===== src/rtl/divider_rdx.sv =====
// Iterative radix-2^BITS_PER_CYCLE restoring divider, unsigned or RISC-V signed DIV/REM.
// Optional macro DIV_EARLY_OUT_EN skips the leading zero digits of the dividend magnitude.
module divider_rdx #(
  parameter int SIZE           = 32,
  parameter int BITS_PER_CYCLE = 1
) (
  input  logic            clk,
  input  logic            reset,
  input  logic            div_enable_i,
  input  logic            signed_i,
  input  logic [SIZE-1:0] dividend_i,
  input  logic [SIZE-1:0] divisor_i,
  output logic            busy_o,
  output logic            division_finished_out,
  output logic            div_by_zero_o,
  output logic [SIZE-1:0] result_div,
  output logic [SIZE-1:0] result_rem
);

  localparam int BPC   = BITS_PER_CYCLE;
  localparam int N     = SIZE / BPC;
  localparam int RADIX = 1 << BPC;
  localparam int WW    = SIZE + BPC;
  localparam int CW    = $clog2(N + 1);

  typedef enum logic [1:0] {IDLE, CALC, FIX} state_t;

  state_t          r_state, w_next;
  logic [CW-1:0]   r_count, w_count_init;
  logic [SIZE-1:0] r_rem, r_quo, r_divisor;
  logic            r_neg_q, r_neg_r, r_dbz;

  logic            w_div_zero;
  logic [SIZE-1:0] w_a_mag, w_b_mag, w_a_load;
  logic [WW-1:0]   w_shifted, w_div_ext, w_mult;
  logic [SIZE-1:0] w_sub, w_rem_next;
  logic [BPC-1:0]  w_digit;

  assign busy_o     = (r_state != IDLE);
  assign w_div_zero = (divisor_i == '0);
  assign w_a_mag    = (signed_i && dividend_i[SIZE-1]) ? -dividend_i : dividend_i;
  assign w_b_mag    = (signed_i && divisor_i[SIZE-1])  ? -divisor_i  : divisor_i;

`ifdef DIV_EARLY_OUT_EN
  localparam int LZW = $clog2(SIZE + 1);
  logic [LZW-1:0] w_lz, w_lz_r;

  always_comb begin
    w_lz = LZW'(SIZE);
    for (int i = 0; i < SIZE; i++) begin
      if (w_a_mag[i]) w_lz = LZW'(SIZE - 1 - i);
    end
  end

  // Round down so the skipped prefix is a whole number of digits.
  assign w_lz_r       = w_lz & ~LZW'(BPC - 1);
  assign w_a_load     = w_a_mag << w_lz_r;
  assign w_count_init = CW'((SIZE - 32'(w_lz_r)) / BPC);
`else
  assign w_a_load     = w_a_mag;
  assign w_count_init = CW'(N);
`endif

  assign w_shifted = {r_rem, r_quo[SIZE-1 -: BPC]};
  assign w_div_ext = {{BPC{1'b0}}, r_divisor};

  // Multiples grow with d, so the last one that fits is the largest digit.
  always_comb begin
    w_digit = '0;
    w_sub   = '0;
    w_mult  = '0;
    for (int d = 1; d < RADIX; d++) begin
      w_mult = w_div_ext * WW'(d);
      if (w_mult <= w_shifted) begin
        w_digit = BPC'(d);
        w_sub   = w_mult[SIZE-1:0];
      end
    end
  end

  assign w_rem_next = w_shifted[SIZE-1:0] - w_sub;

  always_ff @(posedge clk or negedge reset) begin
    if (!reset) r_state <= IDLE;
    else        r_state <= w_next;
  end

  always_comb begin
    w_next = r_state;
    case (r_state)
      IDLE: begin
        if (div_enable_i) begin
          if (w_div_zero || (w_count_init == '0)) w_next = FIX;
          else                                    w_next = CALC;
        end
      end
      CALC:    if (r_count == CW'(1)) w_next = FIX;
      FIX:     w_next = IDLE;
      default: w_next = IDLE;
    endcase
  end

  always_ff @(posedge clk or negedge reset) begin
    if (!reset) begin
      r_count               <= '0;
      r_rem                 <= '0;
      r_quo                 <= '0;
      r_divisor             <= '0;
      r_neg_q               <= 1'b0;
      r_neg_r               <= 1'b0;
      r_dbz                 <= 1'b0;
      result_div            <= '0;
      result_rem            <= '0;
      div_by_zero_o         <= 1'b0;
      division_finished_out <= 1'b0;
    end else begin
      division_finished_out <= 1'b0;
      case (r_state)
        IDLE: begin
          if (div_enable_i) begin
            r_dbz     <= w_div_zero;
            r_divisor <= w_b_mag;
            r_rem     <= '0;
            r_count   <= w_count_init;
            // A zero divisor keeps the raw dividend so it can be returned as the remainder.
            if (w_div_zero) begin
              r_quo   <= dividend_i;
              r_neg_q <= 1'b0;
              r_neg_r <= 1'b0;
            end else begin
              r_quo   <= w_a_load;
              r_neg_q <= signed_i & (dividend_i[SIZE-1] ^ divisor_i[SIZE-1]);
              r_neg_r <= signed_i & dividend_i[SIZE-1];
            end
          end
        end
        CALC: begin
          r_rem   <= w_rem_next;
          r_quo   <= {r_quo[SIZE-BPC-1:0], w_digit};
          r_count <= r_count - CW'(1);
        end
        FIX: begin
          result_div            <= r_dbz ? '1 : (r_neg_q ? -r_quo : r_quo);
          result_rem            <= r_dbz ? r_quo : (r_neg_r ? -r_rem : r_rem);
          div_by_zero_o         <= r_dbz;
          division_finished_out <= 1'b1;
        end
        default: ;
      endcase
    end
  end

endmodule


===== config.mk =====
export PLATFORM = sky130hd
export DESIGN_NAME = divider_rdx
export DESIGN_NICKNAME = d
export VERILOG_FILES = /design/src/rtl/divider_rdx.sv
export SDC_FILE = /design/constraint.sdc
export NUM_CORES = 1
export LEC_CHECK = 0
export ABC_AREA = 1
export BUFFER_PORTS_ARGS = -buffer_cell sky130_fd_sc_hd__buf_2
export CORE_MARGIN = 10
export CORE_UTILIZATION = 55
export DETAILED_ROUTE_END_ITERATION = 6
export HOLD_SLACK_MARGIN = 0.08
export PLACE_DENSITY = 0.75
export SYNTH_ARGS = -nofsm -noshare
export SYNTH_HDL_FRONTEND = slang
export SYNTH_SLANG_ARGS = --single-unit

===== constraint.sdc =====
create_clock -name clk -period 3.5 [get_ports clk]
set_input_delay 0.875 -clock clk [delete_from_list [all_inputs] [get_ports clk]]
set_output_delay 0.875 -clock clk [all_outputs]
set_load 0.005 [all_outputs]

==> run metrics, run 1 <==
Tmin final 3.66 ns; Layout area overhead 36.8%; Post-synth EDFFs 0; initial antenna violation count 1; die footprint roughly 0.03 mm^2; failing checks setup timing; Ports around 140; gr usage total a little under a third; Final Hold Fails 0; die span in y 173 um; Hold Worst Slack around 0.47 ns; via count 14,700; Synth Flop Type dfrtp_1; Top Family by Delay on Critical Path buffers and inverters; worst hold path type flop to flop; ratio of cells with drive above 1 in the final layout 31.9%; number of global-route vias before repair between 10,000 and 15,000; Synth cell types slightly above 50; CP Class flop to flop; Worst Path Buf+Inv 7; status complete, but fails checks; Max Buffers Root-to-Sink 2; Max-slew headroom 30.3%; Row Count 55; largest net degree at the start of global routing 87; placed cell count 2,425; CTS tree built; Critical Path Slowest Stage Cell dfrtp_1; Syn Inst Count 1,823; DRC viols 0; Total Wirelength 51,200 um; Max-cap violations 0; Worst Tran Pin Value approximately 1.0 ns; Final GP Congestion between 1 and 1.5; Setup crit end kind flop; Inserted Clock Buffers 17; Async S/R FF share, synth 100%; final setup vio count 16; GRT overflow 0; max-slew violation count 0; crit path max fanout 8; Root Driver clkbuf_16; vias per inst 5.90; clock sinks 173; Mapped Avg Cell Area 7.07 um^2; Post-CTS Hold Fix Bufs 0; Core Area 0.0228 mm^2; nets@finish ~2,300; Synth Register Bits approximately 170; Peak Freq around 270 MHz; first-pass GRT wire length ~74,000 um; die width 173 um; RSZ-0062 raised after global routing true; Max stage delay on crit path ~0.41 ns; initial drt markers roughly 1,800; period utilization 105%; clk_skew around 0.018 ns; syn_nets 1,968; mapped cell area 0.0129 mm^2; Top cell by count, worst path nand2_4; crit path DAT slightly below 4 ns; post-route ant nets 0; clk slew on worst S/H paths approximately 0.09 ns; 1st-pass router iterations 6; yosys warns 0; CP startpoint kind flop; flop2flop setup slack -0.16 ns; Non-Filler Instances roughly 2,500; Clk Latency, worst-skew pair 0.46 ns; WL per Instance a little over 20 um; post-synthesis sequential area ratio around a third; Final WS setup -0.161 ns; Final HPWL DP around 37,000 um; CP Data Required Time ~3.8 ns; Initial Util a little under three fifths; CTS H-tree lvls 4; Port-buffer cells roughly 130
==> Yosys cell counts (all sizes together) (23+ instances only) <==
cell | count | area (um^2)
o221ai | 23 | 201
ha | 76 | 951
o21ai | 176 | 896
nand2 | 410 | 1550
a31oi | 24 | 150
o22ai | 29 | 181
nand3 | 121 | 626
a21oi | 107 | 536
xor2 | 56 | 490
dfrtp | 173 | 4330
clkbuf | 42 | 158
nor2 | 202 | 816
nor3 | 26 | 146
inv | 217 | 815
==> what timing repair did <==
item | 4_1_cts | 5_1_grt
buffers inserted | 4 | 25
endpoints found under the setup margin | 20 | 26
gates resized for setup | 67 | 254
gates cloned | 1 | 0
pin swaps | 20 | 81
==> placed cells by master (no fill, tap or decap), drive strengths merged, types with 2 or more instances in the layout <==
| master | instances |
|---|---|
| a21boi | 3 |
| a21o | 4 |
| a21oi | 107 |
| a22oi | 8 |
| a31oi | 24 |
| buf | 378 |
| clkbuf | 17 |
| clkinv | 13 |
| dfrtp | 173 |
| ha | 76 |
| inv | 221 |
| nand2 | 410 |
| nand3 | 121 |
| nand3b | 4 |
| nand4 | 22 |
| nor2 | 202 |
| nor3 | 26 |
| nor4 | 10 |
| o211ai | 14 |
| o21a | 6 |
| o21ai | 176 |
| o21bai | 8 |
| o221ai | 23 |
| o22ai | 29 |
| o31ai | 7 |
| o32ai | 2 |
| or2 | 6 |
| xnor2 | 20 |
| xor2 | 56 |
==> registers in the layout, indices dropped and copies added, names as in the netlist <==
register,cells
div_by_zero_o,1
division_finished_out,1
r_count,6
r_dbz,1
r_divisor,32
r_neg_q,1
r_neg_r,1
r_quo,32
r_rem,32
r_state,2
result_div,32
result_rem,32
==> final cells by class <==
type                       instances  area (um^2)
clock inverter                    15          209
inverter                         219          835
clock buffer                      17          425
sequential                       173         4330
fill                            1672         5230
multi-input combinational       1370         8790
antenna                            1         2.50
tap                              313          392
timing repair buffer             378         2640
==> worst reg2reg max path, delay by kind of cell, from the launching register on <==
kind / cells / cell delay (ns)
AO/OA/AOI/OAI: 4 / 0.55
adder cells (fa/ha/maj): 2 / 0.56
buffers and inverters: 7 / 0.89
XOR/XNOR: 1 / 0.23
AND/OR/NAND/NOR: 11 / 0.88
flip-flops: 1 / 0.41
==> final timing paths <==
check / startpoint / endpoint / cells after the start
worst max register to register: r_rem[13]$_DFFE_PN0P_ / r_rem[16]$_DFFE_PN0P_ / 25
worst max-delay path: r_rem[13]$_DFFE_PN0P_ / r_rem[16]$_DFFE_PN0P_ / 25
worst min register to register: div_by_zero_o$_DFFE_PN0P_ / div_by_zero_o$_DFFE_PN0P_ / 2
max in group asynchronous: reset / r_quo[2]$_DFFE_PN0P_ / 2
worst min-delay path: div_by_zero_o$_DFFE_PN0P_ / div_by_zero_o$_DFFE_PN0P_ / 2
min in group asynchronous: reset / r_rem[15]$_DFFE_PN0P_ / 1
==> routing by layer <==
layer  vias up  share of wire [%]  global-route usage (%)
met3       148                 13                    13.2
li1       6793                  -                       -
met1      6848                 40                    41.4
met2       880                 43                    44.6
met4         0                3.6                    9.95
met5         -                  0                       0
==> per-stage QoR <==
step	area, um^2	utilization, %	worst slack (ns)	setup TNS [ns]
after global routing	17600	77.1	-0.237	-3.20
after detailed placement	15400	67.3	-0.272	-2.28
after CTS	16300	71.4	-0.0119	-0.0119
final	17600	77.1	-0.161	-0.874
after global placement	15400	67.3	-0.316	-1.77
after floorplan	12900	-	0.215	0
==> cells by family after synthesis <==
kind of cell    Yosys count  synth area share [%]
flops                   173                  33.6
buf+inv                 280                  8.44
compound gates          413                  18.5
simple gates            804                  26.7
fa+ha+maj                77                  7.54
xor+xnor                 76                  5.17
Power of run 1 is not shown: default switching activity piles up to over one toggle a cycle in this logic, so the estimate is an artifact.
==> run 2, diff against run 1 <==
CORE_UTILIZATION = 56   (was 55)
CTS_BUF_LIST = sky130_fd_sc_hd__clkbuf_8   (was unset)
PLACE_DENSITY = 0.76   (was 0.75)
==> run metrics, run 2 (synthesis gave the netlist of run 1 again) <==
Final Hold Fails 0 (unchanged); nets@finish 2,299 (-0.22%); die width 172 um (-0.79%); ratio of cells with drive above 1 in the final layout 26.7% (-5.2 points); Max-cap violations 0 (unchanged); max-slew violation count 0 (unchanged); DRC viols 0 (unchanged); Net Sw Power ~11 mW; failing checks setup timing; Worst Path Buf+Inv 6 (-1); Core Area 0.0226 mm^2 (-0.90%); vias per inst 5.90 (about the same); Internal Power 10.8 mW; final setup TNS -0.982 ns (-0.108 ns); clock network power share slightly below 7%; Logic pwr share between 70% and 80%; Max stage delay on crit path 0.39 ns (-0.02 ns); clock sinks 173 (unchanged); Root Driver clkbuf_8; Total Wirelength 49,100 um (-4.0%); CP Class flop to flop; via count 14,500 (-1.3%); crit path DAT 4.08 ns (+0.11 ns); period utilization 106% (+1.0 points); Clk Latency, worst-skew pair 0.49 ns (+0.03 ns); 1st-pass router iterations 7 (+1); GRT overflow 0 (unchanged); Fillers 1,836 (+9.8%); CP startpoint kind flop; CTS tree built; status complete, but fails checks; Worst Tran Pin Value 0.982 ns (-0.0605 ns); Top cell by count, worst path nand2_2; WL per Instance 20.0 um (-2.7%); first-pass GRT wire length 75,000 um (+0.82%); Row Count 55 (unchanged); Leak 8.05 nW; worst hold path type input pin to async pin; Seq pwr share ~18%; CTS H-tree lvls 4 (unchanged); Port-buffer cells 134 (unchanged); crit path max fanout 5 (-3); Top Family by Delay on Critical Path simple AND/OR/NAND/NOR gates; CP Data Required Time 3.88 ns (+0.07 ns); Initial Util 56.9% (+0.51 points); largest net degree at the start of global routing 75 (-14%); Max-slew headroom 34.4% (+4.0 points); DP Area 0.0154 mm^2 (about the same); Final WS setup -0.197 ns (-0.0357 ns); die span in y 172 um (-0.79%); Layout area overhead 29.6%; most common cell after layout, fill and taps aside nand2_1; Tmin final 3.70 ns (+0.0357 ns); gr usage total 32.7% (+1.5 points); Final Cell Area 0.0167 mm^2 (-5.2%); total power 21.8 mW; Max rail drop VDD 902 uV; Final HPWL DP 38,200 um (+2.5%); Setup crit end kind flop; most frequent cells in the layout 383 x nand2_1, 230 x buf_4, 196 x inv_1; Max Buffers Root-to-Sink 2 (unchanged); Peak Freq 271 MHz (-0.97%); clk slew on worst S/H paths 0.12 ns (+0.03 ns); Inserted Clock Buffers 17 (unchanged); Final GP Congestion 0.980 (-7.7%); Post-CTS Hold Fix Bufs 0 (unchanged); initial antenna violation count 2 (+1); Power Dens Cells ~1300 mW/mm^2; initial drt markers 1,825 (-0.98%); post-route ant nets 0 (unchanged); die footprint 0.0295 mm^2 (-1.6%); RSZ-0062 raised after global routing true; number of global-route vias before repair 13,900 (+3.3%); clk_skew 0.0263 ns (+0.00834 ns); final setup vio count 14 (-2); Ports 135 (unchanged); Critical Path Slowest Stage Cell fa_2; Switching Fraction 50.5%
==> run 2: cell count changes in the layout (fill, tap and decap cells not counted), sizes merged <==
cell / delta
buf: -6
inv: +3
clkinv: -3
clkbuf: +1
==> run 2: stage by stage <==
stage	std cells	hold WS (ns)	util [%]	setup WS [ns]
floorplan	1823	0.460	-	0.215
finish	2453	0.396	73.8	-0.197
global route	2452	0.419	73.7	-0.324
detailed placement	2404	0.455	67.9	-0.494
CTS	2441	0.422	70.7	-0.0343
global placement	2404	0.448	67.9	-0.462
==> run 2: what timing repair did <==
action,4_1_cts,5_1_grt
cloned,0,1
setup endpoints to repair,24,25
pin swaps,14,36
resized for setup,54,129
buffers inserted,5,11
==> run 2: area by class of cell <==
class                      instances  area, um^2  area share [%]
antenna                            1        2.50          0.0150
inverter                         219         835            5.00
sequential                       173        4330            25.9
clock buffer                      17         234            1.40
timing repair buffer             373        2550            15.3
tap                              285         357            2.14
clock inverter                    15         181            1.09
multi-input combinational       1370        8210            49.2
==> run 2: per-layer routing <==
| layer | routed length [um] | track usage [%] | part of all wire, % |
|---|---|---|---|
| met4 | 1150 | 10.1 | 2.3 |
| met5 | 13 | 0 | 0.026 |
| met2 | 21700 | 49.5 | 44 |
| met1 | 20900 | 44.0 | 42 |
| met3 | 5460 | 9.49 | 11 |
==> run 2: worst paths after layout <==
path / end / cells past startpoint / slack, ns / from
max: r_rem[28]$_DFFE_PN0P_ / 25 / -0.20 / r_rem[30]$_DFFE_PN0P_
min: r_divisor[0]$_DFFE_PN0P_ / 1 / 0.40 / reset
max reg2reg: r_rem[28]$_DFFE_PN0P_ / 25 / -0.20 / r_rem[30]$_DFFE_PN0P_
min reg2reg: div_by_zero_o$_DFFE_PN0P_ / 2 / 0.48 / div_by_zero_o$_DFFE_PN0P_
max in group asynchronous: r_rem[16]$_DFFE_PN0P_ / 2 / 2.24 / reset
min in group clk: div_by_zero_o$_DFFE_PN0P_ / 2 / 0.48 / div_by_zero_o$_DFFE_PN0P_
==> run 2: worst reg2reg max path, cell delays in order, from the launching register on <==
cell and delay (ns):
dfrtp_1 0.38, inv_2 0.06, ha_4 0.28, nand3_4 0.08
nor2_4 0.12, nand2_2 0.09, nor4_4 0.27, buf_4 0.16
nand2_2 0.05, nand2_2 0.07, nand2_4 0.08, buf_12 0.15
clkinv_8 0.05, nor2_4 0.03, ha_4 0.16, fa_2 0.39
inv_2 0.07, nand3_2 0.09, nand2_4 0.12, a21oi_4 0.08
o21ai_2 0.15, buf_6 0.12, nand4_1 0.18, nand3_1 0.14
nand2_1 0.06, o21ai_2 0.19
==> run 2: power by group through the flow <==
stage	logic [mW]	clock network, mW	registers [mW]
floorplan	7.35	0	3.75
global placement	13.5	0	3.82
detailed placement	13.8	0	3.84
CTS	14.3	1.50	3.81
global route	17.8	1.60	3.97
finish	16.4	1.50	3.90
(Power assumes the default switching activity.)
